--- config.mk ---
export PLATFORM = sky130hd
export DESIGN_NAME = sys_cmd_ctrl
export DESIGN_NICKNAME = d
export VERILOG_FILES = /design/src/rtl/sys_pkg.sv /design/src/rtl/sys_cmd_ctrl.sv
export SDC_FILE = /design/constraint.sdc
export NUM_CORES = 1
export LEC_CHECK = 0
export CAP_MARGIN = 30
export CORE_ASPECT_RATIO = 0.75
export CORE_MARGIN = 4
export CORE_UTILIZATION = 55
export DETAILED_ROUTE_END_ITERATION = 7
export GPL_TIMING_DRIVEN = 0
export PLACE_DENSITY = 0.95
export SETUP_SLACK_MARGIN = 0.3
export SLEW_MARGIN = 10
export SYNTH_ARGS = -nofsm -noshare
export SYNTH_HDL_FRONTEND = slang
export SYNTH_SLANG_ARGS = --single-unit
--- constraint.sdc ---
create_clock -name clk -period 3.1 [get_ports clk]
set_clock_uncertainty 0.1 [all_clocks]
set_input_delay 0.465 -clock clk [delete_from_list [all_inputs] [get_ports clk]]
set_output_delay 0.465 -clock clk [all_outputs]
set_load 0.01 [all_outputs]
--- src/rtl/sys_pkg.sv ---
`default_nettype none
// ============================================================================
//  Module      : sys_pkg
//  Description : Shared constants and state encoding for the system command
//                sequencer (command codes, operand addresses, FSM states).
//  Revision    : 1.0 - initial release
// ============================================================================
package sys_pkg;

    // Command bytes recognised in IDLE
    localparam logic [7:0] CMD_RF_WR   = 8'hAA;
    localparam logic [7:0] CMD_RF_RD   = 8'hBB;
    localparam logic [7:0] CMD_ALU_OP  = 8'hCC;
    localparam logic [7:0] CMD_ALU_NOP = 8'hDD;

    // Register-file locations holding the ALU operands
    localparam int OPA_ADDR = 0;
    localparam int OPB_ADDR = 1;

    // Sequencer states
    typedef enum logic [3:0] {
        ST_IDLE     = 4'd0,
        ST_WR_ADDR  = 4'd1,
        ST_WR_DATA  = 4'd2,
        ST_RD_ADDR  = 4'd3,
        ST_RD_WAIT  = 4'd4,
        ST_ALU_A    = 4'd5,
        ST_ALU_B    = 4'd6,
        ST_ALU_FUN  = 4'd7,
        ST_ALU_WAIT = 4'd8,
        ST_TX_RD    = 4'd9,
        ST_TX_LO    = 4'd10,
        ST_TX_HI    = 4'd11
    } state_t;

endpackage : sys_pkg
`default_nettype wire

--- src/rtl/sys_cmd_ctrl.sv ---
`default_nettype none
// ============================================================================
//  Module      : sys_cmd_ctrl
//  Description : Byte-frame command sequencer. Decodes frames from the UART
//                RX path, drives register-file writes/reads and ALU
//                operations, and pushes responses into the TX FIFO.
//  Revision    : 1.0 - initial release
// ============================================================================
module sys_cmd_ctrl
    import sys_pkg::*;
#(
    parameter int DATA_WIDTH   = 8,
    parameter int ADDR_WIDTH   = 4,
    parameter int FUN_WIDTH    = 4,
    parameter int WAIT_TIMEOUT = 32
) (
    input  logic                      clk,
    input  logic                      rst,
    // RX byte stream
    input  logic [DATA_WIDTH-1:0]     i_rx_p_data,
    input  logic                      i_rx_d_vld,
    // Register file
    output logic [ADDR_WIDTH-1:0]     o_rf_addr,
    output logic                      o_rf_wr_en,
    output logic                      o_rf_rd_en,
    output logic [DATA_WIDTH-1:0]     o_rf_wr_data,
    input  logic [DATA_WIDTH-1:0]     i_rf_rd_data,
    input  logic                      i_rf_rd_vld,
    // ALU
    output logic [FUN_WIDTH-1:0]      o_alu_fun,
    output logic                      o_alu_en,
    output logic                      o_alu_clk_en,
    input  logic [2*DATA_WIDTH-1:0]   i_alu_out,
    input  logic                      i_alu_out_vld,
    // TX FIFO
    output logic [DATA_WIDTH-1:0]     o_tx_p_data,
    output logic                      o_tx_d_vld,
    input  logic                      i_fifo_full,
    // Error indication
    output logic                      o_cmd_err
);

    // Counter wide enough to hold WAIT_TIMEOUT-1
    localparam int c_cnt_w = $clog2(WAIT_TIMEOUT + 1);
    localparam logic [c_cnt_w-1:0] c_cnt_last = c_cnt_w'(WAIT_TIMEOUT - 1);

    state_t                    r_state;
    logic [ADDR_WIDTH-1:0]     r_wr_addr;
    logic [DATA_WIDTH-1:0]     r_rd_data;
    logic [2*DATA_WIDTH-1:0]   r_alu_res;
    logic [c_cnt_w-1:0]        r_cnt;

    logic                      w_cmd_wr;
    logic                      w_cmd_rd;
    logic                      w_cmd_alu;
    logic                      w_cmd_nop;
    logic                      w_timeout;
    logic [ADDR_WIDTH-1:0]     w_byte_addr;
    logic [FUN_WIDTH-1:0]      w_byte_fun;

    assign w_cmd_wr    = (i_rx_p_data == DATA_WIDTH'(CMD_RF_WR));
    assign w_cmd_rd    = (i_rx_p_data == DATA_WIDTH'(CMD_RF_RD));
    assign w_cmd_alu   = (i_rx_p_data == DATA_WIDTH'(CMD_ALU_OP));
    assign w_cmd_nop   = (i_rx_p_data == DATA_WIDTH'(CMD_ALU_NOP));
    // Last waiting cycle: a response arriving now still wins over the abort
    assign w_timeout   = (r_cnt == c_cnt_last);
    assign w_byte_addr = i_rx_p_data[ADDR_WIDTH-1:0];
    assign w_byte_fun  = i_rx_p_data[FUN_WIDTH-1:0];

    // Frame sequencer: decodes bytes, issues strobes, waits for results, transmits
    always_ff @(posedge clk or posedge rst) begin
        if (rst) begin
            r_state      <= ST_IDLE;
            r_wr_addr    <= '0;
            r_rd_data    <= '0;
            r_alu_res    <= '0;
            r_cnt        <= '0;
            o_rf_addr    <= '0;
            o_rf_wr_en   <= 1'b0;
            o_rf_rd_en   <= 1'b0;
            o_rf_wr_data <= '0;
            o_alu_fun    <= '0;
            o_alu_en     <= 1'b0;
            o_alu_clk_en <= 1'b0;
            o_tx_p_data  <= '0;
            o_tx_d_vld   <= 1'b0;
            o_cmd_err    <= 1'b0;
        end else begin
            // Strobes are single-cycle unless re-asserted below
            o_rf_wr_en <= 1'b0;
            o_rf_rd_en <= 1'b0;
            o_alu_en   <= 1'b0;
            o_tx_d_vld <= 1'b0;
            o_cmd_err  <= 1'b0;

            case (r_state)
                ST_IDLE: begin
                    if (i_rx_d_vld) begin
                        if (w_cmd_wr) begin
                            r_state <= ST_WR_ADDR;
                        end else if (w_cmd_rd) begin
                            r_state <= ST_RD_ADDR;
                        end else if (w_cmd_alu) begin
                            r_state <= ST_ALU_A;
                        end else if (w_cmd_nop) begin
                            // Gate opens on entry so the ALU is clocked before ALU_EN
                            r_state      <= ST_ALU_FUN;
                            o_alu_clk_en <= 1'b1;
                        end else begin
                            o_cmd_err <= 1'b1;
                        end
                    end
                end

                ST_WR_ADDR: begin
                    if (i_rx_d_vld) begin
                        r_wr_addr <= w_byte_addr;
                        r_state   <= ST_WR_DATA;
                    end
                end

                ST_WR_DATA: begin
                    if (i_rx_d_vld) begin
                        o_rf_wr_en   <= 1'b1;
                        o_rf_addr    <= r_wr_addr;
                        o_rf_wr_data <= i_rx_p_data;
                        r_state      <= ST_IDLE;
                    end
                end

                ST_RD_ADDR: begin
                    if (i_rx_d_vld) begin
                        o_rf_rd_en <= 1'b1;
                        o_rf_addr  <= w_byte_addr;
                        r_cnt      <= '0;
                        r_state    <= ST_RD_WAIT;
                    end
                end

                ST_RD_WAIT: begin
                    if (i_rf_rd_vld) begin
                        r_rd_data <= i_rf_rd_data;
                        r_cnt     <= '0;
                        r_state   <= ST_TX_RD;
                    end else if (w_timeout) begin
                        o_cmd_err <= 1'b1;
                        r_cnt     <= '0;
                        r_state   <= ST_IDLE;
                    end else begin
                        r_cnt <= r_cnt + 1'b1;
                    end
                end

                ST_ALU_A: begin
                    if (i_rx_d_vld) begin
                        o_rf_wr_en   <= 1'b1;
                        o_rf_addr    <= ADDR_WIDTH'(OPA_ADDR);
                        o_rf_wr_data <= i_rx_p_data;
                        r_state      <= ST_ALU_B;
                    end
                end

                ST_ALU_B: begin
                    if (i_rx_d_vld) begin
                        o_rf_wr_en   <= 1'b1;
                        o_rf_addr    <= ADDR_WIDTH'(OPB_ADDR);
                        o_rf_wr_data <= i_rx_p_data;
                        o_alu_clk_en <= 1'b1;
                        r_state      <= ST_ALU_FUN;
                    end
                end

                ST_ALU_FUN: begin
                    if (i_rx_d_vld) begin
                        o_alu_fun <= w_byte_fun;
                        o_alu_en  <= 1'b1;
                        r_cnt     <= '0;
                        r_state   <= ST_ALU_WAIT;
                    end
                end

                ST_ALU_WAIT: begin
                    if (i_alu_out_vld) begin
                        r_alu_res    <= i_alu_out;
                        o_alu_clk_en <= 1'b0;
                        r_cnt        <= '0;
                        r_state      <= ST_TX_LO;
                    end else if (w_timeout) begin
                        o_cmd_err    <= 1'b1;
                        o_alu_clk_en <= 1'b0;
                        r_cnt        <= '0;
                        r_state      <= ST_IDLE;
                    end else begin
                        r_cnt <= r_cnt + 1'b1;
                    end
                end

                ST_TX_RD: begin
                    if (!i_fifo_full) begin
                        o_tx_d_vld  <= 1'b1;
                        o_tx_p_data <= r_rd_data;
                        r_state     <= ST_IDLE;
                    end
                end

                ST_TX_LO: begin
                    if (!i_fifo_full) begin
                        o_tx_d_vld  <= 1'b1;
                        o_tx_p_data <= r_alu_res[DATA_WIDTH-1:0];
                        r_state     <= ST_TX_HI;
                    end
                end

                ST_TX_HI: begin
                    if (!i_fifo_full) begin
                        o_tx_d_vld  <= 1'b1;
                        o_tx_p_data <= r_alu_res[2*DATA_WIDTH-1:DATA_WIDTH];
                        r_state     <= ST_IDLE;
                    end
                end

                default: begin
                    r_state      <= ST_IDLE;
                    o_alu_clk_en <= 1'b0;
                    r_cnt        <= '0;
                end
            endcase
        end
    end

endmodule : sys_cmd_ctrl
`default_nettype wire
Yosys cells after proc, flatten, opt, wreduce, memory -nomap -nowiden
Index checks and enable logic that the tools add are counted.
Operators by class
  $add $sub $neg: 1
  eq/ne operators: 34
  mux-type cells: 54
  bitwise gates (word level): 2
  reductions and logical operators: 19
Operator list (count)
  two-way mux 4 bit: 19
  one-hot mux 4 bit (11 select lines): 1
  == test 8 bit (second input constant): 4
  inequality test 2 bit (second input constant): 15
  two-way mux 6 bit: 4
  two-way mux 8 bit: 3
  one-hot mux 6 bit (4 select lines): 1
  one-hot mux 8 bit (3 select lines): 1
  two-way mux 1 bit: 22
  == test 4 x 3 -> 1 bit (second input constant): 4
  == test 4 bit (second input constant): 4
  one-hot mux 4 bit (4 select lines): 1
  AND reduction 2 bit: 6
  AND reduction 10 bit: 1
  OR reduction 9 bit: 1
  == test 4 x 2 -> 1 bit (second input constant): 2
  AND reduction 8 bit: 1
  OR reduction 8 bit: 1
  adder 6 x 1 -> 6 bit (second input constant): 1
  == test 6 x 5 -> 1 bit (second input constant): 1
  OR reduction 3 bit: 2
  inequality test 5 bit (second input constant): 1
  AND reduction 5 bit: 1
  == test 4 x 1 -> 1 bit (second input constant): 1
  10 further kinds: 12
Storage, ports and cells
  register bits after elaboration: 68
  input port bits: 38
  output and inout port bits: 30
  word-level logic and storage cells: 125

Longest topological paths before layout
Gate-level depths: netlist of the first run.
  word-level depth: 7
  gate-level depth with buffers: 8
  depth with buffers taken out: 6

Least setup slack after synthesis of the first run
Ideal clock, no wire load.
  kind: input port to flip-flop
  start: in i_rf_rd_vld
  end: reg r_cnt[3]
  setup time: 69 ps
  data arrival time: 1590 ps
  required time: 2931 ps
  path slack: 1341 ps
  cell stages on the path: 5
  buffers on the path: 0
  cells stage by stage: nor3b_1 > o21ai_1 > or2_1 > or4_1 > nand3_1
On the way
  longest elaborated chain between the ends: 2
Ends and longest elaborated chain
  from (decl): RTL line sys_cmd_ctrl.sv:28  | input logic i_rf_rd_vld,
  two-way mux 6 bit: RTL line sys_cmd_ctrl.sv:141  | if (i_rf_rd_vld) begin
  one-hot mux 6 bit (4 select lines): RTL line sys_cmd_ctrl.sv:96  | case (r_state)
  to (signal assigned): RTL line sys_cmd_ctrl.sv:150  | r_cnt <= r_cnt + 1'b1;
  to (signal assigned): RTL line sys_cmd_ctrl.sv:194  | r_cnt <= r_cnt + 1'b1;
  to (decl): RTL line sys_cmd_ctrl.sv:51  | logic [c_cnt_w-1:0] r_cnt;
No other way between the ends.
A chain may end at the register's enable or synchronous reset.

Worst setup path in the final report of the first run
  start: in i_rx_p_data[2]
  end: reg r_state[0]
On the way
  longest elaborated chain between the ends: 6
  elaborated cells on any way between the ends: 11
  classes of those cells: 5 x eq/ne; 5 x mux; 1 x reduce/logical
Ends and longest elaborated chain
  from (decl): RTL line sys_cmd_ctrl.sv:20  | input logic [DATA_WIDTH-1:0] i_rx_p_data,
  == test 8 bit: RTL line sys_cmd_ctrl.sv:63  | assign w_cmd_alu = (i_rx_p_data == DATA_WIDTH'(CMD_ALU_OP));
  two-way mux 4 bit: RTL line sys_cmd_ctrl.sv:103  | end else if (w_cmd_alu) begin
  two-way mux 4 bit: RTL line sys_cmd_ctrl.sv:101  | end else if (w_cmd_rd) begin
  two-way mux 4 bit: RTL line sys_cmd_ctrl.sv:99  | if (w_cmd_wr) begin
  two-way mux 4 bit: RTL line sys_cmd_ctrl.sv:98  | if (i_rx_d_vld) begin
  one-hot mux 4 bit (11 select lines): RTL line sys_cmd_ctrl.sv:96
  to (signal assigned): RTL line sys_cmd_ctrl.sv:100  | r_state <= ST_WR_ADDR;
  to (signal assigned): RTL line sys_cmd_ctrl.sv:102  | r_state <= ST_RD_ADDR;
  to (signal assigned): RTL line sys_cmd_ctrl.sv:104  | r_state <= ST_ALU_A;
  to (decl): RTL line sys_cmd_ctrl.sv:47  | state_t r_state;
Parallel ways exist; a longest one is shown, timed or not. The select of a mux whose other input is x is not followed.

==> results.md, run 1 <==
- Counting every sink on the clock net gives 68.
- The total setup buffers inserted after CTS is 0.
- By area the synthesized netlist is led by dfrtp_1 (54%), mux2_2 (14%), o21ai_0 (4.6%), nand2_1 (4.5%), mux2i_1 (2.5%).
- The peak ir drop on the vdd network is 0.599 mV.
- In the synthesized netlist, the cells that appear most often are dfrtp_1 (68), mux2_2 (40), nand2_1 (38).
- For the worst setup path, the data arrival time is 2.50 ns.
- Setup repair after global routing left no endpoint under its margin.
- The overall fraction of global-route tracks in use is 24.5%.
- The mean area per synthesized cell is 11.1 µm².
- The depth of the worst register-to-register path is 6.
- The core footprint is 5470 µm².
- The die covers 7070 µm².
- In this run the critical register-to-register path is launched from r_state[3]$_DFFE_PP0P_.
- The number of max-slew violations in the final report is 0.
- Summed over all layers, the routed wires come to 7.62 mm.
- Setup violations remaining at the end of the flow were counted as 0.
- The instance area after placement is 3950 µm².
- The leakage component of the power is 0.00180 µW.
- The number of global-route vias before repair is 2675.
- The sequential element share of the synthesized area is 53.5%.
- In this run, post-CTS hold repair placed 0 buffers.
- Counting the fill cells in the layout gives 354.
- The post-route setup TNS is 0 ns.
- The run finished with clean final reports.
- By startpoint and endpoint, the worst setup path is classified as in -> reg.
- For the worst setup path, the data required time is 3.27 ns.
- The total clock buffers created by CTS is 9.
- STA classifies the critical path startpoint as an input port.
- Once the floorplan was initialized, standard cells occupied 58.1% of the core.
- The quantity of gates resized following cts is 0.
- After synthesis, the largest area contributor takes up 53.5% of total cell area.
- In this run the power density over the cells is 970 nW/µm².
- The netlist area before placement is 3180 µm².
- The count of cells along the worst hold path is 2.
- For this run, the number of Yosys warnings is 0.
- In this run the critical register-to-register path is captured at r_state[3]$_DFFE_PP0P_.
- The detailed router finished its first iteration with 188 violations.
- The critical path capture point type is a flip-flop.
- The area growth from synthesis to layout is 31.2%.
- The top achievable clock speed is 428 MHz.
- The post-synthesis cell type count is 50.
- The first global-routing pass estimated 13.0 mm of wire.
- dfrtp_1 takes more of the synthesized area than any other cell.
- Leaving out filler cells and counting taps, the final layout contains 444.
- The overall overflow remaining after global route is 0.
- The average vias per placed instance is 5.72.
- The count of max-cap constraint violations is 0.
- Clock-pin slew was measured on the worst setup and hold paths at 0.07 ns.
- After synthesis, the share of flip-flops with an asynchronous set or reset is 100%.
- The worst register-to-register path has a setup slack of 0.97 ns.
- The die is 73.8 µm tall.
- Pin placement for this block handled 68 I/O pins.
- Synthesis produced a netlist whose cell count is 286.
- The type of the most critical hold path is reg -> reg.
- The clock passes through at most 2 buffers.
- Hold timing on the final database bottoms out at a slack of 0.389 ns.
- The ratio of cells with drive above 1 in the final layout is 19.0%.
- In this run, placement finished with an instance count of 428.
- The pre-antenna-repair detailed-routing pass consisted of 5 iterations.
- Dividing the detail-routed wire length by the instance count gives 17.2 µm.
- Summing all multi-input logic gate instances after layout gives 1390 µm².
- The most common cell in the synthesized netlist is dfrtp_1.
- The count of final hold-check violations is 0.
- The number of port buffers is 67.
- The root buffer cell is clkbuf_8.
- Of all nets on the critical path, the largest fanout is 6.
- The most instantiated flip-flop cell in the synthesis netlist is dfrtp_1.
- At the pin with the least slew margin, the transition time is 0.810 ns.
- For the finished layout, the period the worst path requires is 2.33 ns.
- After synthesis the netlist holds a flip-flop and latch count of 68.
- The number of synthesized flops with an enable pin is 0.
- The area occupied by registers is 1700 µm².
- The placement row count is 23.
- The worst relative slew slack is 46.0%.
- The net count of the finished layout is 403.
- The placed wire-length estimate is 5.53 mm.
- The remaining routing DRC violations is 0.
- The largest net degree at the start of global routing is 69.
- The chip width is 95.8 µm.
- The later pin in the worst-skew pair is clocked with a latency of 0.35 ns.
- The least setup slack across all paths after layout is 0.765 ns.
- The final weighted congestion of routability-driven global placement is 0.921.
- The detail route stage leaves a number of antenna-violating nets equal to 0.
- The worst-case setup slack after placement is 0.529 ns.
- The final period utilization is 75.3%.
- The launch instance of the worst min-delay path is o_rf_addr[1]$_DFFE_PP0P_.
- The number of levels in the clock H-tree is 3.
- The design area is 4170 µm².
- The initial antenna violation count came to 0.
- The hold-critical path endpoint is o_rf_addr[1]$_DFFE_PP0P_.
- The via total after detailed routing is 2541.
- The CTS tree is done.
- The antenna diode count is 0.
- The number of nets handed over by synthesis was 325.
==> metrics by stage <==
stage          power [µW]  utilization (%)
5_1_grt              4310             76.3
2_1_floorplan        2510                -
6_report             4050             76.3
3_3_place_gp         3130             72.1
3_5_place_dp         3210             72.2
4_1_cts              4040             76.3
==> area by class of cell <==
type / instances / area share [%]
plain buffers: 12 / 1.29
inverters: 9 / 0.870
clock buffers: 10 / 3.30
clock inverters: 6 / 2.10
well taps: 75 / 2.25
multi-input cells: 197 / 33.3
repair buffers: 67 / 16.1
flip-flops and latches: 68 / 40.8
==> state kept, by name, summed over array words and instances (netlist names) <==
signal	cells
r_state	4
o_rf_addr	4
o_cmd_err	1
o_tx_p_data	8
r_rd_data	8
o_rf_wr_en	1
o_tx_d_vld	1
o_alu_clk_en	1
o_alu_en	1
r_alu_res	16
o_rf_wr_data	8
r_wr_addr	4
o_alu_fun	4
r_cnt	6
o_rf_rd_en	1
==> worst max-delay path, cell delays in order <==
cell and delay [ns]:
clkdlybuf4s50_1 0.51, nor4bb_1 0.51, o2111ai_1 0.22, a21oi_1 0.47, o21ai_0 0.16, o21ai_0 0.17
==> cell usage in the layout (no fill, tap or decap), types with 2 or more instances in the layout <==
master            n
o211ai_1          2
nor2b_1           4
and2_1            2
a21oi_1           8
buf_2             7
o21ai_0          29
a2bb2oi_1         3
clkbuf_8         10
clkdlybuf4s50_1  67
clkbuf_1          5
nor3b_1           4
mux2_2           40
xor2_1            2
nor4bb_1          2
o41ai_1           2
bufinv_16         2
nand2_1          38
inv_1             8
dfrtp_1          68
nor2_1            6
nand3_1           8
mux2i_1           8
nand3b_1          2
xnor2_1           2
and2b_1           2
clkinvlp_4        3
nor3_1            4
nand4_1           2
or2_2             2
==> kinds of logic after synthesis <==
logic type | Yosys count | share of synthesized area [%]
buf+inv | 21 | 2.75
xor+xnor | 4 | 1.10
fa+ha+maj | 1 | 0.393
flops | 68 | 53.5
compound gates | 58 | 11.8
mux | 48 | 16.7
simple gates | 86 | 13.8
==> worst max path at each step <==
stage | from | slack, ns | cells after the start | to
after detailed placement | i_rx_p_data[2] | 0.53 | 6 | r_state[0]$_DFFE_PP0P_
after global placement | rst | -0.22 | 2 | r_cnt[5]$_DFFE_PP0P_
after floorplan | rst | 0.82 | 1 | o_alu_clk_en$_DFFE_PP0P_
after CTS | i_rx_p_data[2] | 0.84 | 6 | r_state[0]$_DFFE_PP0P_
after global routing | i_rx_p_data[2] | 0.49 | 6 | r_state[0]$_DFFE_PP0P_
final | i_rx_p_data[2] | 0.77 | 6 | r_state[0]$_DFFE_PP0P_
==> power by group <==
part	switching [µW]	leakage (µW)	total, µW	internal [µW]
combinational	855	0.000835	1740	887
sequential	221	0.000863	1490	1270
clock	339	0.000105	812	473
==> routing by layer <==
metal  vias up  wire length (µm)  global-route usage [%]
li1       1180                 -                       -
met1      1235              3260                    31.8
met2       115              3640                    39.2
met3        11               611                    7.47
met4         0               101                    8.20
met5         -                 0                       0
No activity file was read; power rests on OpenSTA's default activity.
==> run 2: changes to the inputs <==
--- a/config.mk
+++ b/config.mk
@@ -8,10 +8,10 @@
 export CAP_MARGIN = 30
 export CORE_ASPECT_RATIO = 0.75
 export CORE_MARGIN = 4
-export CORE_UTILIZATION = 55
+export CORE_UTILIZATION = 46
 export DETAILED_ROUTE_END_ITERATION = 7
 export GPL_TIMING_DRIVEN = 0
-export PLACE_DENSITY = 0.95
+export PLACE_DENSITY = 0.86
 export SETUP_SLACK_MARGIN = 0.3
 export SLEW_MARGIN = 10
 export SYNTH_ARGS = -nofsm -noshare
==> constraint.sdc (replaced) <==
create_clock -name clk -period 1.9 [get_ports clk]
set_clock_uncertainty 0.1 [all_clocks]
set_input_delay 0.285 -clock clk [delete_from_list [all_inputs] [get_ports clk]]
set_output_delay 0.285 -clock clk [all_outputs]
set_load 0.01 [all_outputs]
==> run 2 against run 1 <==
Routed wire length rose by 38%. Setup slack worse by 0.71 ns. Global-route usage is 1.1 points lower. Via count up 14%. Final area grew 18%. Combinational power up 150%. Worst hold slack worse by 0.17 ns. Die area up 18%. Cell count rose by 9.5%. Clock power up 24%.
==> results.md, run 2 (synthesis results as in run 1) <==
- Data arrives at the worst endpoint at 1.98 ns.
- The peak ir drop on the vdd network is 0.841 mV.
- The number of levels in the clock H-tree is 3.
- The smallest clock period supported by the final layout is computed as 1.85 ns.
- The clock input transition at the sequential cells of the worst setup and hold paths is 0.08 ns.
- The number of violations reported at the end of detailed-routing iteration 0 is 195.
- Global routing used 23.4% of the available tracks.
- The worst setup path is of the reg -> reg kind.
- The final weighted congestion of routability-driven global placement is 0.901.
- Setup violations remaining at the end of the flow were counted as 0.
- In this run the tightest slew margin relative to its limit is 53.7%.
- The number of port buffers is 67.
- The first global-routing pass estimated 15.1 mm of wire.
- The path with the worst hold slack has its endpoint at o_rf_wr_data[5]$_DFFE_PP0P_.
- The number of clock buffers added by TritonCTS is 9.
- The final layout contains 440 nets.
- The number of global-route vias before repair was 2878.
- The worst path meets setup with 0.0528 ns of slack.
- The end of the worst register-to-register path is r_rd_data[1]$_DFFE_PP0P_.
- The kind of start point of the critical path is a flip-flop.
- STA puts the critical path data required time at 2.03 ns.
- The flow ran to the end, and the final reports show no timing, DRC or antenna violations.
- The register with the most flip-flops in the layout has 16 of them.
- The top achievable clock speed is 541 MHz.
- The critical path capture point type is a flip-flop.
- The number of clock sinks seen by CTS is 68.
- The initial antenna violation count is 0.
- The register with the most flip-flops is r_alu_res.
- The tool flagged a number of max-cap violations equal to 0.
- Hold repair after CTS inserted 0 buffers.
- The internal reg-to-reg setup slack is 0.05 ns.
- After detailed routing, the number of vias per cell comes to 5.97.
- In this run the critical register-to-register path is launched from r_state[2]$_DFFE_PP0P_.
- The die is 80.0 µm tall.
- Setup repair after global routing could not meet its margin everywhere.
- The floorplan step set the die width to 104 µm.
- The design area is 4940 µm².
- The path class of the tightest hold or removal check is in -> reg.
- In this run the most critical hold path is launched from i_rx_p_data[5].
- The total wire length is 10.5 mm.
- The antenna diode count is 0.
- The number of max-slew violations in the final report is 0.
- The root buffer cell is clkbuf_8.
- The smallest hold slack is 0.221 ns.
- Before CTS, the worst setup slack after placement is -0.603 ns.
- In this run the cell area measured after placement is 4060 µm².
- The ratio of cells with drive above 1 in the final layout is 40.2%.
- The worst hold path was traced through 2 stages.
- Across all layers, the routed design uses 2899 vias.
- Power spread over the standard cell area amounts to 1600 nW/µm².
- The initial cell density of the core is 48.9%.
- The remaining number of nets flagged by the antenna check after routing is 0.
- The worst-case clock buffer depth is 2.
- Of all nets on the critical path, the largest fanout is 8.
- The post-layout total power is 7890 µW.
- The depth of the worst register-to-register path is 6.
- The leakage component of the power is 0.00228 µW.
- For the pin with the worst max-slew slack, the measured transition is 0.693 ns.
- In this run the core area contains 25 standard-cell rows.
- From synthesis to final layout, the design area changed by 55.4%.
- The first TritonRoute pass finished after 5 iterations.
- The core footprint is 6510 µm².
- The post-detailed-route wirelength per cell is 21.7 µm.
- In the routed design, unresolved DRC markers number 0.
- The CTS tree is done.
- The clock insertion delay at the later pin of the skew report is 0.36 ns.
- The placed wire-length estimate is 5.79 mm.
- The count of final hold-check violations is 0.
- Cells fill 75.9% of the core in the end.
- The total overflow left after global routing is 0.
- In the layout the commonest cells are dfrtp_1 (65), clkdlybuf4s50_1 (33), dlygate4sd2_1 (30).
- The largest net degree at the start of global routing is 40.
- The library cell used most frequently in the layout, excluding fill and tap cells, is dfrtp_1.
- The die covers 8320 µm².
- For this design the top-level I/O count stands at 68.
- After layout, the worst path uses 97.2% of the clock period.
## run 2: cell count changes in the layout (fill, tap and decap cells not counted), moves of 10 or more
| cell | previous run | this run |
|---|---|---|
| o21ai_0 | 29 | 10 |
| nand2_1 | 38 | 28 |
| buf_6 | 0 | 13 |
| buf_4 | 0 | 27 |
| o21ai_1 | 1 | 11 |
| mux2_4 | 0 | 16 |
| clkdlybuf4s50_1 | 67 | 33 |
| mux2_2 | 40 | 24 |
| dlygate4sd2_1 | 0 | 30 |
## run 2: worst max-delay path, cell delays in order (launching register included)
cell	delay, ns
dfrtp_1	0.43
buf_2	0.20
and2b_1	0.20
nand2_2	0.09
nor3_4	0.21
buf_12	0.17
mux2_4	0.30
## run 2: repair_timing
action	in CTS	in global routing
endpoints found under the hold margin	0	0
endpoints found under the setup margin	90	61
gates resized for setup	84	82
buffers inserted	19	13
gates cloned	1	3
pin swaps	9	17
## run 2: worst max path at each step
| stage | start | end | slack (ns) | depth (start not counted) |
|---|---|---|---|---|
| 2_1_floorplan | r_state[3]$_DFFE_PP0P_ | r_rd_data[0]$_DFFE_PP0P_ | 0.20 | 4 |
| 3_3_place_gp | i_rx_p_data[2] | r_state[0]$_DFFE_PP0P_ | -0.56 | 6 |
| 3_5_place_dp | i_rx_p_data[2] | r_state[0]$_DFFE_PP0P_ | -0.60 | 6 |
| 4_1_cts | r_state[0]$_DFFE_PP0P_ | o_rf_wr_data[6]$_DFFE_PP0P_ | 0.18 | 6 |
| 5_1_grt | r_state[2]$_DFFE_PP0P_ | r_rd_data[1]$_DFFE_PP0P_ | -0.009 | 6 |
| 6_report | r_state[2]$_DFFE_PP0P_ | r_rd_data[1]$_DFFE_PP0P_ | 0.05 | 6 |
## run 2: layer usage
layer	global-route usage (%)	share of wire [%]	wire, µm	up-vias
met2	38.1	49	5160	152
met5	0	0	0	-
met1	29.0	41	4350	1455
met4	11.7	3.1	331	0
li1	-	-	-	1251
met3	6.39	6.5	688	41
## run 2: area by class of cell
class                      count  area (µm²)
tap                           81         101
inverter                       9        37.5
clock inverter                 3        15.0
buffer                        12         145
timing repair buffer         104        1000
fill                         383        1570
sequential                    68        1710
clock buffer                  12         135
multi-input combinational    197        1800
## run 2: power breakdown
group,switching [µW],total (µW),leakage (µW),internal [µW]
combinational,2040,4310,0.00134,2270
sequential,483,2570,0.000859,2090
clock,550,1010,0.0000800,461
## run 2: stage by stage
stage	cells	TNS [ns]
after floorplan	286	0
after global placement	434	-10.75
after detailed placement	435	-9.26
after CTS	470	0
after global routing	486	-0.0234
final	486	0
==> run 3: changes to the inputs <==
--- a/config.mk
+++ b/config.mk
@@ -6,7 +6,6 @@
 export NUM_CORES = 1
 export LEC_CHECK = 0
 export CAP_MARGIN = 30
-export CORE_ASPECT_RATIO = 0.75
 export CORE_MARGIN = 4
 export CORE_UTILIZATION = 46
 export DETAILED_ROUTE_END_ITERATION = 7
==> constraint.sdc (replaced) <==
create_clock -name clk -period 1.5 [get_ports clk]
set_clock_uncertainty 0.1 [all_clocks]
set_input_delay 0.225 -clock clk [delete_from_list [all_inputs] [get_ports clk]]
set_output_delay 0.225 -clock clk [all_outputs]
set_load 0.01 [all_outputs]
==> run 3 against run 2 <==
The flow now finishes with violations (negative setup slack). Power is 33% higher. Non-clock buffer count is 27 higher. Critical path depth stayed put. Sequential power is 24% higher. Worst hold slack worse by 0.11 ns. Utilization is 0.76 points lower. Clock-buffer cell count stayed put. First-iteration DRC count is 28% higher.
==> results.md, run 3 (synthesis results as in run 1) <==
- Summing all flip-flop and latch instances after layout gives 1710 µm².
- The CTS tree is done.
- The number of antenna diodes in the final layout is 0.
- The number of port buffers is 67.
- The floorplan step set the die width to 91.1 µm.
- The top cell types in the final layout, fill and taps aside, are dfrtp_1 (65), buf_4 (49), nand2_1 (34), clkdlybuf4s50_1 (34), buf_2 (26).
- The met3 wire length is 661 µm.
- In the detailed route, the total length drawn on met2 is 5.40 mm.
- The total clock buffers created by CTS is 9.
- The final reports fail on negative setup slack.
- In this run the worst path has a maximum fanout of 3.
- The worst-case clock buffer depth is 2.
- The number of max-slew violations in the final report is 0.
- The routed design has 10.6 mm of wire.
- The smallest hold slack is 0.106 ns.
- The net count of the finished layout is 467.
- The clock drives 68 sinks.
- Measured along the y axis, the die boundary spans 91.1 µm.
- The floorplan has 30 rows.
- The endpoint arrival time on the critical path is 2.05 ns.
- The number of violations reported at the end of detailed-routing iteration 0 is 250.
- The register with the most flip-flops is r_alu_res.
- The area growth from synthesis to layout is 59.8%.
- The number of levels in the clock H-tree is 3.
- The instance area after placement is 4130 µm².
- Setup repair after global routing could not meet its margin everywhere.
- For this run, the detailed router's first-pass iteration total came to 4.
- Entering global routing, the biggest net connects 32 pins.
- The initial cell density of the core is 47.1%.
- Static timing analysis puts the maximum clock frequency at 536 MHz.
- Once routing completed, OpenROAD measured the worst setup slack at -0.365 ns.
- For this block, wires on met1 add up to 3.95 mm.
- Across the VDD grid, the largest voltage drop is 1.14 mV.
- The remaining number of nets flagged by the antenna check after routing is 0.
- The final count of negative-setup-slack endpoints is 65.
- After detailed routing, the average wire length per cell comes to 20.8 µm.
- The initial antenna violation count came to 0.
- The root buffer cell is clkbuf_8.
- The leakage component of the power is 0.00236 µW.
- Global routing used 23.0% of the available tracks.
- The hold-fix buffer count after cts is 0.
- The most common cell after layout, fill and taps aside is dfrtp_1.
- The routed layout has 3015 vias.
- 68 I/O pins were placed.
- In the routed layout, each cell is associated on average with a via count of 5.90.
- The critical path capture point type is a flip-flop.
- The finished cells cover 5080 µm².
- The post-route netlist has 48.7% of its cells at a drive strength greater than 1.
- The wire length of the first global-routing pass is 15.0 mm.
- Summed over all nets, the half-perimeter wirelength after detailed placement is 5.67 mm.
- The overall overflow remaining after global route is 0.
- The register with the most flip-flops in the layout has 16 of them.
- The count of final hold-check violations is 0.
- The final period utilization is 124%.
- Clock-pin slew was measured on the worst setup and hold paths at 0.07 ns.
- The worst path required time is 1.68 ns.
- The die covers 8310 µm².
- The remaining routing DRC violations is 0.
- After floorplanning, the core was sized to cover 6760 µm².
- After layout, the minimum clock period comes to 1.86 ns.
- In this run the power density over the cells is 2060 nW/µm².
- The congestion estimate from routability-driven global placement came to 0.894.
- In this run the worst hold path is classified as in -> async.
- Clock latency on the worst-skew pair, taken at its later pin, is 0.35 ns.
- The number of global-route vias before repair is 2980.
- The highest signal layer in the routed design is met4.
- The critical path class is in -> reg.
- For the pin with the worst max-slew slack, the measured transition is 0.537 ns.
- Max-cap violations in this run came to 0.
- STA classifies the critical path startpoint as an input port.
- The run finished, with violations left.
- The fill cell total of the finished layout is 409.
- The multi-input logic area is 1790 µm².
- The worst relative slew slack is 64.2%.
==> run 3: where the power goes <==
group	leakage [µW]	internal, µW	switching [µW]
combinational	0.00143	3330	2660
clock	0.0000783	625	664
sequential	0.000859	2640	542
total	0.00236	6590	3870
==> run 3: critical path, cell delays in order <==
cell             delay [ns]
clkdlybuf4s50_1        0.59
nor3b_4                0.35
o21ai_4                0.10
or2_1                  0.25
or4_1                  0.43
nand3_1                0.11
==> run 3: repair_timing <==
item                       CTS  global route
gates resized for setup    186            44
pin swaps                   19            14
buffers inserted            39            21
gates cloned                 2             0
setup endpoints to repair   98            93
==> run 3: layout make-up <==
class                   count  area share (%)
repair buffers            131            22.6
clock buffers              12            2.86
clock inverters             2           0.246
well taps                  80            1.97
plain buffers              12            2.81
flip-flops and latches     68            33.6
multi-input cells         197            35.2
inverters                   9           0.739
==> run 3: per-stage QoR <==
stage                     std cells  setup TNS [ns]  worst slack (ns)  power (µW)  utilization [%]
final                           511          -16.22            -0.365       10500             75.2
after CTS                       490          -10.16            -0.250        9260             70.1
after global routing            511          -18.72            -0.390       11000             75.2
after floorplan                 286           -3.97            -0.198        5490                -
after global placement          433          -52.02            -0.798        6810             60.5
after detailed placement        435          -27.15            -0.846        6960             61.1
==> run 3: worst paths after layout <==
path	from	endpoint	slack [ns]	cells after the start
min	rst	r_rd_data[2]$_DFFE_PP0P_	0.11	2
min reg2reg	o_tx_p_data[1]$_DFFE_PP0P_	o_tx_p_data[1]$_DFFE_PP0P_	0.40	2
max in group asynchronous	rst	r_state[3]$_DFFE_PP0P_	0.73	3
max	i_rf_rd_vld	r_cnt[3]$_DFFE_PP0P_	-0.36	6
min in group clk	i_rx_d_vld	o_rf_rd_en$_DFF_PP0_	0.35	2
max reg2reg	r_state[1]$_DFFE_PP0P_	r_cnt[3]$_DFFE_PP0P_	-0.36	6
==> run 3: routing by layer <==
| layer | vias up | global-route usage (%) |
|---|---|---|
| met5 | - | 0 |
| met2 | 171 | 38.2 |
| li1 | 1306 | - |
| met3 | 47 | 4.97 |
| met4 | 0 | 14.4 |
| met1 | 1491 | 26.8 |
